**config.mk**
```make
export PLATFORM = sky130hd
export DESIGN_NAME = sum_frame_source_flat
export DESIGN_NICKNAME = d
export VERILOG_FILES = /design/src/rtl/sum_frame_source_if.sv /design/src/rtl/sum_frame_source.sv /design/src/flat_wrapper.sv
export SDC_FILE = /design/constraint.sdc
export NUM_CORES = 1
export LEC_CHECK = 0
export CORE_UTILIZATION = 45
export DETAILED_ROUTE_END_ITERATION = 10
export GPL_ROUTABILITY_DRIVEN = 1
export HOLD_SLACK_MARGIN = 0.03
export PLACE_DENSITY = 0.59
export REMOVE_ABC_BUFFERS = 1
export SLEW_MARGIN = 20
export SYNTH_ARGS = -nofsm -noshare
export SYNTH_HDL_FRONTEND = slang
export SYNTH_SLANG_ARGS = --single-unit
```
**constraint.sdc**
```tcl
create_clock -name CLK -period 6.8 [get_ports CLK]
set_input_delay 1.36 -clock CLK [delete_from_list [all_inputs] [get_ports CLK]]
set_output_delay 1.36 -clock CLK [all_outputs]
set_load 0.02 [all_outputs]
```
**src/rtl/sum_frame_source_if.sv**
```systemverilog
// Bundle of the host write channel and the accumulator channel for
// sum_frame_source. The frame source is the slave side; the host/accumulator
// environment is the master side.
interface sum_frame_source_if;
    // host byte loading
    logic [7:0]  wr_data;
    logic        wr_valid;
    logic        wr_ready;
    // frame stream to the accumulator
    logic        data_start;
    logic [7:0]  output_data;
    // accumulator result
    logic [16:0] sum;
    logic        sum_enable;
    // status
    logic        tx_busy;
    logic        done;
    logic        sum_ok;
    logic        timeout;

    modport master (
        output wr_data,
        output wr_valid,
        output sum,
        output sum_enable,
        input  wr_ready,
        input  data_start,
        input  output_data,
        input  tx_busy,
        input  done,
        input  sum_ok,
        input  timeout
    );

    modport slave (
        input  wr_data,
        input  wr_valid,
        input  sum,
        input  sum_enable,
        output wr_ready,
        output data_start,
        output output_data,
        output tx_busy,
        output done,
        output sum_ok,
        output timeout
    );
endinterface

```
**src/rtl/sum_frame_source.sv**
```systemverilog
// sum_frame_source: loads a 128-byte frame from the host, streams it to an
// external accumulator (start pulse, 128 bytes, 4 zero flush cycles), then
// waits up to 256 cycles for the accumulator result and reports done with
// sum_ok/timeout.
// Build option: define SUM_FRAME_CHECK_EN to compile in the local 15-bit
// running sum and the 17-bit comparison; without it sum_ok simply reports
// "result arrived" (1 when timeout=0).
module sum_frame_source (
    input logic CLK,
    input logic RST,
    sum_frame_source_if.slave bus
);

    typedef enum logic [2:0] {
        LOAD,
        START,
        SEND,
        FLUSH,
        WAIT,
        DONE
    } state_t;

    state_t state;
    state_t state_next;

    logic [7:0] buffer [128];

    logic [6:0] wr_cnt;
    logic [6:0] rd_cnt;
    logic [1:0] flush_cnt;
    logic [7:0] wait_cnt;

    logic       wr_fire;
    logic [7:0] rd_byte;
    logic       sum_match;
    logic       sum_ok_r;
    logic       timeout_r;

    logic       wr_ready_c;
    logic       data_start_c;
    logic [7:0] output_data_c;
    logic       tx_busy_c;
    logic       done_c;

    assign wr_fire = bus.wr_valid && wr_ready_c;
    assign rd_byte = buffer[rd_cnt];

    // State register
    always_ff @(posedge CLK) begin
        if (RST) begin
            state <= LOAD;
        end else begin
            state <= state_next;
        end
    end

    // Next-state decode and state-based outputs; outputs are forced to their
    // reset values while RST is high so the reset cycle itself is quiet.
    always_comb begin
        state_next    = state;
        wr_ready_c    = 1'b0;
        data_start_c  = 1'b0;
        output_data_c = '0;
        tx_busy_c     = 1'b0;
        done_c        = 1'b0;
        case (state)
            LOAD: begin
                wr_ready_c = !RST;
                if (bus.wr_valid && !RST && wr_cnt == 7'd127) begin
                    state_next = START;
                end
            end
            START: begin
                data_start_c = !RST;
                tx_busy_c    = !RST;
                state_next   = SEND;
            end
            SEND: begin
                output_data_c = RST ? 8'd0 : rd_byte;
                tx_busy_c     = !RST;
                if (rd_cnt == 7'd127) begin
                    state_next = FLUSH;
                end
            end
            FLUSH: begin
                tx_busy_c = !RST;
                if (flush_cnt == 2'd3) begin
                    state_next = WAIT;
                end
            end
            WAIT: begin
                tx_busy_c = !RST;
                if (bus.sum_enable || wait_cnt == 8'd255) begin
                    state_next = DONE;
                end
            end
            DONE: begin
                done_c     = !RST;
                state_next = LOAD;
            end
            default: begin
                state_next = LOAD;
            end
        endcase
    end

    // Frame buffer write port; contents are deliberately not reset
    always_ff @(posedge CLK) begin
        if (wr_fire) begin
            buffer[wr_cnt] <= bus.wr_data;
        end
    end

    // Sequencing counters and the sticky result flags
    always_ff @(posedge CLK) begin
        if (RST) begin
            wr_cnt    <= '0;
            rd_cnt    <= '0;
            flush_cnt <= '0;
            wait_cnt  <= '0;
            sum_ok_r  <= 1'b0;
            timeout_r <= 1'b0;
        end else begin
            case (state)
                LOAD: begin
                    if (wr_fire) begin
                        wr_cnt <= wr_cnt + 7'd1;
                    end
                end
                START: begin
                    rd_cnt    <= '0;
                    flush_cnt <= '0;
                    wait_cnt  <= '0;
                end
                SEND: begin
                    rd_cnt <= rd_cnt + 7'd1;
                end
                FLUSH: begin
                    flush_cnt <= flush_cnt + 2'd1;
                end
                WAIT: begin
                    if (bus.sum_enable) begin
                        sum_ok_r  <= sum_match;
                        timeout_r <= 1'b0;
                        wait_cnt  <= '0;
                    end else if (wait_cnt == 8'd255) begin
                        sum_ok_r  <= 1'b0;
                        timeout_r <= 1'b1;
                        wait_cnt  <= '0;
                    end else begin
                        wait_cnt <= wait_cnt + 8'd1;
                    end
                end
                DONE: begin
                    wr_cnt <= '0;
                end
                default: begin
                    wr_cnt <= '0;
                end
            endcase
        end
    end

`ifdef SUM_FRAME_CHECK_EN
    logic [14:0] local_sum;

    // Running sum of the bytes actually emitted; 128*255 fits in 15 bits
    always_ff @(posedge CLK) begin
        if (RST) begin
            local_sum <= '0;
        end else if (state == START) begin
            local_sum <= '0;
        end else if (state == SEND) begin
            local_sum <= local_sum + {7'd0, rd_byte};
        end
    end

    assign sum_match = (bus.sum == {2'b00, local_sum});
`else
    logic unused_sum;

    assign unused_sum = ^bus.sum;
    assign sum_match  = 1'b1;
`endif

    assign bus.wr_ready    = wr_ready_c;
    assign bus.data_start  = data_start_c;
    assign bus.output_data = output_data_c;
    assign bus.tx_busy     = tx_busy_c;
    assign bus.done        = done_c;
    assign bus.sum_ok      = RST ? 1'b0 : sum_ok_r;
    assign bus.timeout     = RST ? 1'b0 : timeout_r;

endmodule
```
**src/flat_wrapper.sv**
```systemverilog
// flat-port wrapper written by rule: the top's interface ports become plain ports
module sum_frame_source_flat 
  (CLK, RST, bus_wr_data, bus_wr_valid, bus_sum, bus_sum_enable, bus_wr_ready, bus_data_start, bus_output_data, bus_tx_busy, bus_done, bus_sum_ok, bus_timeout);
  sum_frame_source_if bus_i ();
  input logic CLK;
  input logic RST;
  input wire logic [$bits(bus_i.wr_data)-1:0] bus_wr_data;
  input wire logic [$bits(bus_i.wr_valid)-1:0] bus_wr_valid;
  input wire logic [$bits(bus_i.sum)-1:0] bus_sum;
  input wire logic [$bits(bus_i.sum_enable)-1:0] bus_sum_enable;
  output wire logic [$bits(bus_i.wr_ready)-1:0] bus_wr_ready;
  output wire logic [$bits(bus_i.data_start)-1:0] bus_data_start;
  output wire logic [$bits(bus_i.output_data)-1:0] bus_output_data;
  output wire logic [$bits(bus_i.tx_busy)-1:0] bus_tx_busy;
  output wire logic [$bits(bus_i.done)-1:0] bus_done;
  output wire logic [$bits(bus_i.sum_ok)-1:0] bus_sum_ok;
  output wire logic [$bits(bus_i.timeout)-1:0] bus_timeout;
  assign bus_i.wr_data = bus_wr_data;
  assign bus_i.wr_valid = bus_wr_valid;
  assign bus_i.sum = bus_sum;
  assign bus_i.sum_enable = bus_sum_enable;
  assign bus_wr_ready = bus_i.wr_ready;
  assign bus_data_start = bus_i.data_start;
  assign bus_output_data = bus_i.output_data;
  assign bus_tx_busy = bus_i.tx_busy;
  assign bus_done = bus_i.done;
  assign bus_sum_ok = bus_i.sum_ok;
  assign bus_timeout = bus_i.timeout;
  sum_frame_source u_core (.CLK(CLK), .RST(RST), .bus(bus_i));
endmodule
```
==> metrics.cfg <==
[timing]
fin_crit_sh_pct=92.5
setup_tns_ns=0
worst_slew_margin_rel_pct=27.6
setup_viol=0
fin_skew_ns=0.0207
drv_slew=0
fmax_mhz=159
hold_viol=0
min_period_ns=6.29
rsz0062_at_grt=no
worst_pin_slew_ns=1.07

[clock_tree]
hold_buffers=0
cts_buffers=107
cts_buffer_depth=3
clockRootBuffer=clkbuf_16
post-cts-setup-buffer-count=0
clkTransAtPathRegs_ns=0.06
ctsResizeCount=0
clock_sinks=1060
clk_latency_ns=0.70
cts.htree.levels=3
tritoncts=done

[routing]
top_layer_used=met5
dr_wl_met3_um=5910
ant_nets=0
drt_iter0_drc=1982
drc=0
viasPerCell=5.93
route.vias.total=20900
drt_first_pass_iters=5
postRouteWirelength_um=96100
wl_met2_um=46900
wl_met1_um=41200
wire_per_inst_um=27.2

[synthesis]
syn_area_um2=41600
synth.area.top_cells=edfxtp_1 (74%), mux4_2 (7.8%), mux2i_1 (3.9%)
async_flop_share_pct=0
postSynthAreaPerCell_um2=18.9
yosys.area.top_type_share_pct=73.9
ys.flop_type=edfxtp_1
synthCells=2198
ys_seq_area_share_pct=75.7
ys_types=55
ys_ff_latch=1060
yosys.area.top_type=edfxtp_1
synth_edf_count=1024
yosysWarnings=0

[setup_path]
crit_type=input port to output pin
crit_family=simple AND/OR/NAND/NOR gates
critical_path_peak_fanout=9
critical_path.max_stage_delay_ns=0.87
crit_arrival_ns=4.93
required_ns=5.44
slowest_stage=or4b_1
worstSetupStartpointType=input port
path_buf_inv=2
cp_cell_sequence=clkdlybuf4s50_1 -> or4b_1 -> nor2_1 -> nand3_1 -> a21oi_1 -> nor3_1 -> nand3_1 -> clkdlybuf4s50_1
crit_path_end_kind=output pin

[placed_design]
hpwl_um=57900
numPortBuffers=25
routabilityCongestion=0.812
dpl_cell_area_um2=43100

[floorplanning]
initial_core_util_pct=45.4
die_h_um=306
boundaryPins=43
dieArea_um2=93700
die-width_um=306
row_count=111
core_area_um2=91700

[global_routing]
grt_max_degree=89
grt_pass1_wl_um=141000
antenna_found_initial=5
grt_overflow_total=0
grt_usage_pct=20.6
first_global_vias=21000

[cells_and_area]
fin_area_um2=46400
diodes=0
area_delta_synth_final_pct=11.7
seqCellArea_um2=31500
multi_input_area_um2=9420
drive_gt1_share_pct=18.9
fill_cells=7372
nets=2289

[power]
irDropWorstVdd_mv=0.230
p_switching_w=0.00258
p_int_w=0.0104
p_per_area_nw_per_um2=280
swShare_pct=19.8
combPwrFrac_pct=1.1
p_leak_nw=13.8
finalPower_w=0.0130
seq_power_share_pct=55.1
p_clk_share_pct=43.8

[status]
status=finished clean

[worst_hold_path]
hp-class=flop to flop

[job]
cap_viol_max_count=0

## cell type report
cell class              count  area share [%]
flip-flops and latches   1060            67.8
inverters                   4          0.0323
repair buffers             75            1.42
clock buffers             132            5.99
well taps                1186            3.20
clock inverters            62            1.32
multi-input cells        1008            20.3
## synthesized netlist by cell type (8+ instances only)
cell type / instances
edfxtp_1: 1024
nor2_1: 167
mux2i_1: 161
a22oi_1: 148
mux4_2: 144
mux2_2: 65
a21oi_1: 50
clkbuf_1: 49
nand3_1: 42
dfxtp_1: 36
nand2_1: 36
buf_2: 34
o221ai_1: 32
buf_4: 25
o21ai_0: 21
nor2b_1: 16
o22ai_1: 16
buf_6: 14
nor3_1: 10
and3_1: 8
nand4_1: 8
## worst register-to-register path, stage by stage (launching register included)
cell     delay, ns
dfxtp_1       0.56
nor4_2        0.55
and2_1        0.39
nand3_2       0.72
nor2_1        0.96
## through the flow
step                      utilization, %  setup slack (ns)  instances  hold WS, ns
after floorplan                        -             -6.57       2072        0.430
after global placement              47.0             0.619       3333        0.444
after detailed placement            47.0             0.581       3333        0.460
after CTS                           50.7             0.567       3527        0.468
after global routing                50.7             0.446       3527        0.491
final                               50.7             0.508       3527        0.467
## cell usage in the layout, fill, tap and decap left out, types with 16 or more instances in the layout
cell | Yosys | layout
edfxtp_1 | 1024 | 1024
nor2_1 | 167 | 164
mux2i_1 | 161 | 161
a22oi_1 | 148 | 148
mux4_2 | 144 | 144
clkbuf_16 | 0 | 107
mux2_2 | 65 | 65
buf_4 | 25 | 57
a21oi_1 | 50 | 50
nand3_1 | 42 | 41
nand2_1 | 36 | 36
dfxtp_1 | 36 | 34
o221ai_1 | 32 | 32
clkbuf_1 | 49 | 24
clkinv_1 | 0 | 23
o21ai_0 | 21 | 21
o22ai_1 | 16 | 16
clkinv_2 | 0 | 16
## per-layer routing
metal | up-vias | global-route usage [%]
met3 | 137 | 3.70
li1 | 9126 | -
met2 | 643 | 33.4
met4 | 2 | 5.74
met1 | 11000 | 28.6
met5 | - | 0
## flip-flops by register name (all words and copies together) (netlist names), named ones only
| register | cells |
|---|---|
| u_core.rd_cnt | 7 |
| u_core.sum_ok_r | 1 |
| u_core.state | 3 |
| u_core.buffer | 1024 |
| u_core.wr_cnt | 7 |
| u_core.flush_cnt | 2 |
| u_core.timeout_r | 1 |
| u_core.wait_cnt | 8 |
## logic make-up (layout without fill, tap and decap cells)
| group | count (synthesis) | after routing | synth area share [%] |
|---|---|---|---|
| flops | 1060 | 1060 | 75.7 |
| mux | 370 | 370 | 13.4 |
| xor+xnor | 8 | 8 | 0.168 |
| simple gates | 341 | 341 | 4.08 |
| fa+ha+maj | 4 | 4 | 0.120 |
| buf+inv | 130 | 273 | 1.76 |
| compound gates | 285 | 285 | 4.78 |
## final timing paths
path	startpoint	endpoint	slack [ns]	cells after the start
max	RST	bus_output_data[3]	0.51	8
min	u_core.flush_cnt[1]	u_core.flush_cnt[1]	0.47	2
max reg2reg	u_core.state[0]	u_core.buffer[57][2]	3.24	4
min reg2reg	u_core.flush_cnt[1]	u_core.flush_cnt[1]	0.47	2
## power by group through the flow
| stage | logic (W) | registers (W) | clock network (W) |
|---|---|---|---|
| 2_1_floorplan | 0.0000169 | 0.00730 | 0 |
| 3_3_place_gp | 0.000142 | 0.00730 | 0 |
| 3_5_place_dp | 0.000151 | 0.00730 | 0 |
| 4_1_cts | 0.000150 | 0.00716 | 0.00578 |
| 5_1_grt | 0.000158 | 0.00716 | 0.00603 |
| 6_report | 0.000148 | 0.00716 | 0.00569 |
Note: power is estimated with default switching activity, not from simulation.
==> RTL change: new RTL, same flow settings <==
The option `SUM_FRAME_CHECK_EN` is turned on by a define.
--- a/src/rtl/sum_frame_source.sv
+++ b/src/rtl/sum_frame_source.sv
@@ -5,6 +5,8 @@
 // Build option: define SUM_FRAME_CHECK_EN to compile in the local 15-bit
 // running sum and the 17-bit comparison; without it sum_ok simply reports
 // "result arrived" (1 when timeout=0).
+`define SUM_FRAME_CHECK_EN
+
 module sum_frame_source (
     input logic CLK,
     input logic RST,
Formal check against the unedited RTL: same outputs for any inputs over 4 cycles, from zero or initial values and one cycle with RST high; that may be too few to reach the edited logic, so the function may still have changed.
==> RTL change against the original RTL <==
Fmax grew 1.1%; sequential cell count grew 15; sequential share of layout area shrank 1.8 points; area after synthesis grew 3.7%; critical endpoint unchanged; critical path type is now reg2out; wire length grew 3.3%; setup slack gained 0.071 ns; design area grew 3.7%; critical path depth is the same.
Power is not compared: it rests on default switching activity, and its combinational part moved more than twofold at a synthesized area within 25%.
==> RTL change: results (changes against the original RTL) <==
{| class="wikitable"
! Metric !! Value
|-
| Input/output buffers || 42 (+68%)
|-
| Net load switching power || ~2.9 mW
|-
| Min-delay worst type || reg2reg
|-
| Commonest cells in the synthesized netlist || sky130_fd_sc_hd__edfxtp_1 (1024), sky130_fd_sc_hd__nor2_1 (188), sky130_fd_sc_hd__mux2i_1 (159), sky130_fd_sc_hd__mux4_2 (157), sky130_fd_sc_hd__a22oi_1 (78)
|-
| Total track usage || 20.51% (-0.063 points)
|-
| Length of the first detailed-routing pass in iterations || 7 (+2)
|-
| Setup Slack @ Placement || 1.310 ns (+0.7288 ns)
|-
| Fraction of layout cells with a size suffix above 1 || 18.28% (-0.60 points)
|-
| Largest net degree at the start of global routing || 109 (+22%)
|-
| Maximum count of clock buffers along a single path || 3 (unchanged)
|-
| Crit-path max FO || 45 (+36)
|-
| Antenna violations before repair || 1 (-4)
|-
| RD Place Congestion || 0.8385 (+3.2%)
|-
| Number of gates resized after cts || 0 (unchanged)
|-
| Post-detailed-placement cell area || 44510 µm² (+3.4%)
|-
| Ranking of synthesized cells by area || sky130_fd_sc_hd__edfxtp_1 (71%), sky130_fd_sc_hd__mux4_2 (8.2%), sky130_fd_sc_hd__mux2i_1 (3.7%), sky130_fd_sc_hd__dfxtp_1 (2.4%), sky130_fd_sc_hd__nor2_1 (1.6%)
|-
| Async S/R FF share, synth || 0% (unchanged)
|-
| Routed Wire Length || 99.27 mm (+3.3%)
|-
| Placed instance count || 3531 (+5.9%)
|-
| Number of levels the H-tree was split into || 3 (unchanged)
|-
| Seq/Total Area, Yosys || 73.68% (-2.0 points)
|-
| Number of design-rule violations left by the first detailed-router iteration || 2151 (+8.5%)
|-
| Via-per-instance ratio || 5.857 (-1.2%)
|-
| Number of vias after detailed routing || 21910 (+4.8%)
|-
| First-pass GRT wire length || 148.0 mm (+4.8%)
|-
| Leakage power total || roughly 14 nW
|-
| Post-DP HPWL || 61.10 mm (+5.5%)
|-
| Post-layout nets || 2421 (+5.8%)
|-
| Worst-margin pin slew || 1.159 ns (+0.08476 ns)
|-
| Inserted Clock Buffers || 111 (+3.7%)
|-
| Clock latency of the later-clocked register in the worst-skew pair || about 0.69 ns
|-
| Buffer count from post-CTS setup fixing || 0 (unchanged)
|-
| Largest regs || u_core.buffer (1024), u_core.local_sum (15), u_core.wait_cnt (8)
|-
| Number of warnings printed during yosys synthesis || 0 (unchanged)
|-
| Clock transition at the registers of the reported paths || 0.06 ns (about the same)
|-
| Post-synth EDFFs || 1024 (unchanged)
|-
| Cell variety after synth || 71 (+29%)
|-
| Final worst clock skew || 0.04382 ns (+0.02311 ns)
|-
| Average size of a mapped cell || 18.57 µm² (-1.9%)
|-
| Master cell of the clock root buffer || sky130_fd_sc_hd__clkbuf_16
|-
| Result of the run || finished, final reports clean
|-
| Arrival time of the worst setup path || 4.86 ns (-0.07 ns)
|-
| Peak supply drop || 0.1933 mV
|}
-- RTL change: through the flow --
| step | power, mW | hold WS, ns |
|---|---|---|
| after floorplan | 7.742 | 0.4295 |
| after global placement | 7.959 | 0.4429 |
| after detailed placement | 7.972 | 0.4758 |
| after CTS | 13.97 | 0.4842 |
| after global routing | 14.25 | 0.5124 |
| final | 13.88 | 0.4794 |
-- RTL change: cell type report --
cell class                 instances  area (µm²)
antenna                            3       7.507
clock buffer                     133        2922
clock inverter                    74       726.9
tap                             1265        1583
multi-input combinational       1109       10430
fill                            7708       46840
inverter                           5       18.77
sequential                      1075       31790
timing repair buffer              77       704.4
-- RTL change: path summary, 6_finish.rpt --
kind | endpoint | depth (start not counted) | slack [ns] | start
max | bus_output_data[3] | 8 | 0.58 | flop
min | u_core.wait_cnt[7] | 1 | 0.48 | u_core.wait_cnt[7]
max reg2reg | u_core.local_sum[9] | 14 | 1.46 | flop
min reg2reg | u_core.wait_cnt[7] | 1 | 0.48 | u_core.wait_cnt[7]
-- RTL change: routing by layer --
layer / up-vias / part of all wire, % / routed length, µm / track usage (%)
li1: 9567 / - / - / -
met5: - / 0 / 0 / 0
met2: 673 / 48 / 47750 / 32.85
met3: 143 / 5.2 / 5180 / 3.121
met4: 0 / 2.6 / 2606 / 6.158
met1: 11530 / 44 / 43730 / 29.13
-- RTL change: worst max-delay path: stages (launching register included) --
cell	delay [ns]
sky130_fd_sc_hd__dfxtp_4	0.94
sky130_fd_sc_hd__buf_4	0.70
sky130_fd_sc_hd__mux2i_1	0.16
sky130_fd_sc_hd__a22oi_1	0.32
sky130_fd_sc_hd__nand4_1	0.42
sky130_fd_sc_hd__a22o_1	0.33
sky130_fd_sc_hd__a221oi_1	0.32
sky130_fd_sc_hd__and4_1	0.26
sky130_fd_sc_hd__clkdlybuf4s50_1	0.68
-- RTL change: logic make-up after synthesis --
group / after synthesis / share of synthesized area (%)
DFF: 1075 / 73.68
and+or+nand+nor: 449 / 5.351
muxes: 372 / 13.88
AOI/OAI and AO/OA: 247 / 3.914
buffers and inverters: 138 / 2.217
xor gates and xnor gates: 28 / 0.5687
adders and majority gates: 13 / 0.3946
-- RTL change: power by group through the flow --
stage | Combinational, mW | Clock (mW) | Sequential [mW]
2_1_floorplan | 0.284 | 0 | 7.46
3_3_place_gp | 0.523 | 0 | 7.44
3_5_place_dp | 0.535 | 0 | 7.44
4_1_cts | 0.536 | 6.13 | 7.30
5_1_grt | 0.573 | 6.38 | 7.30
6_report | 0.530 | 6.05 | 7.30
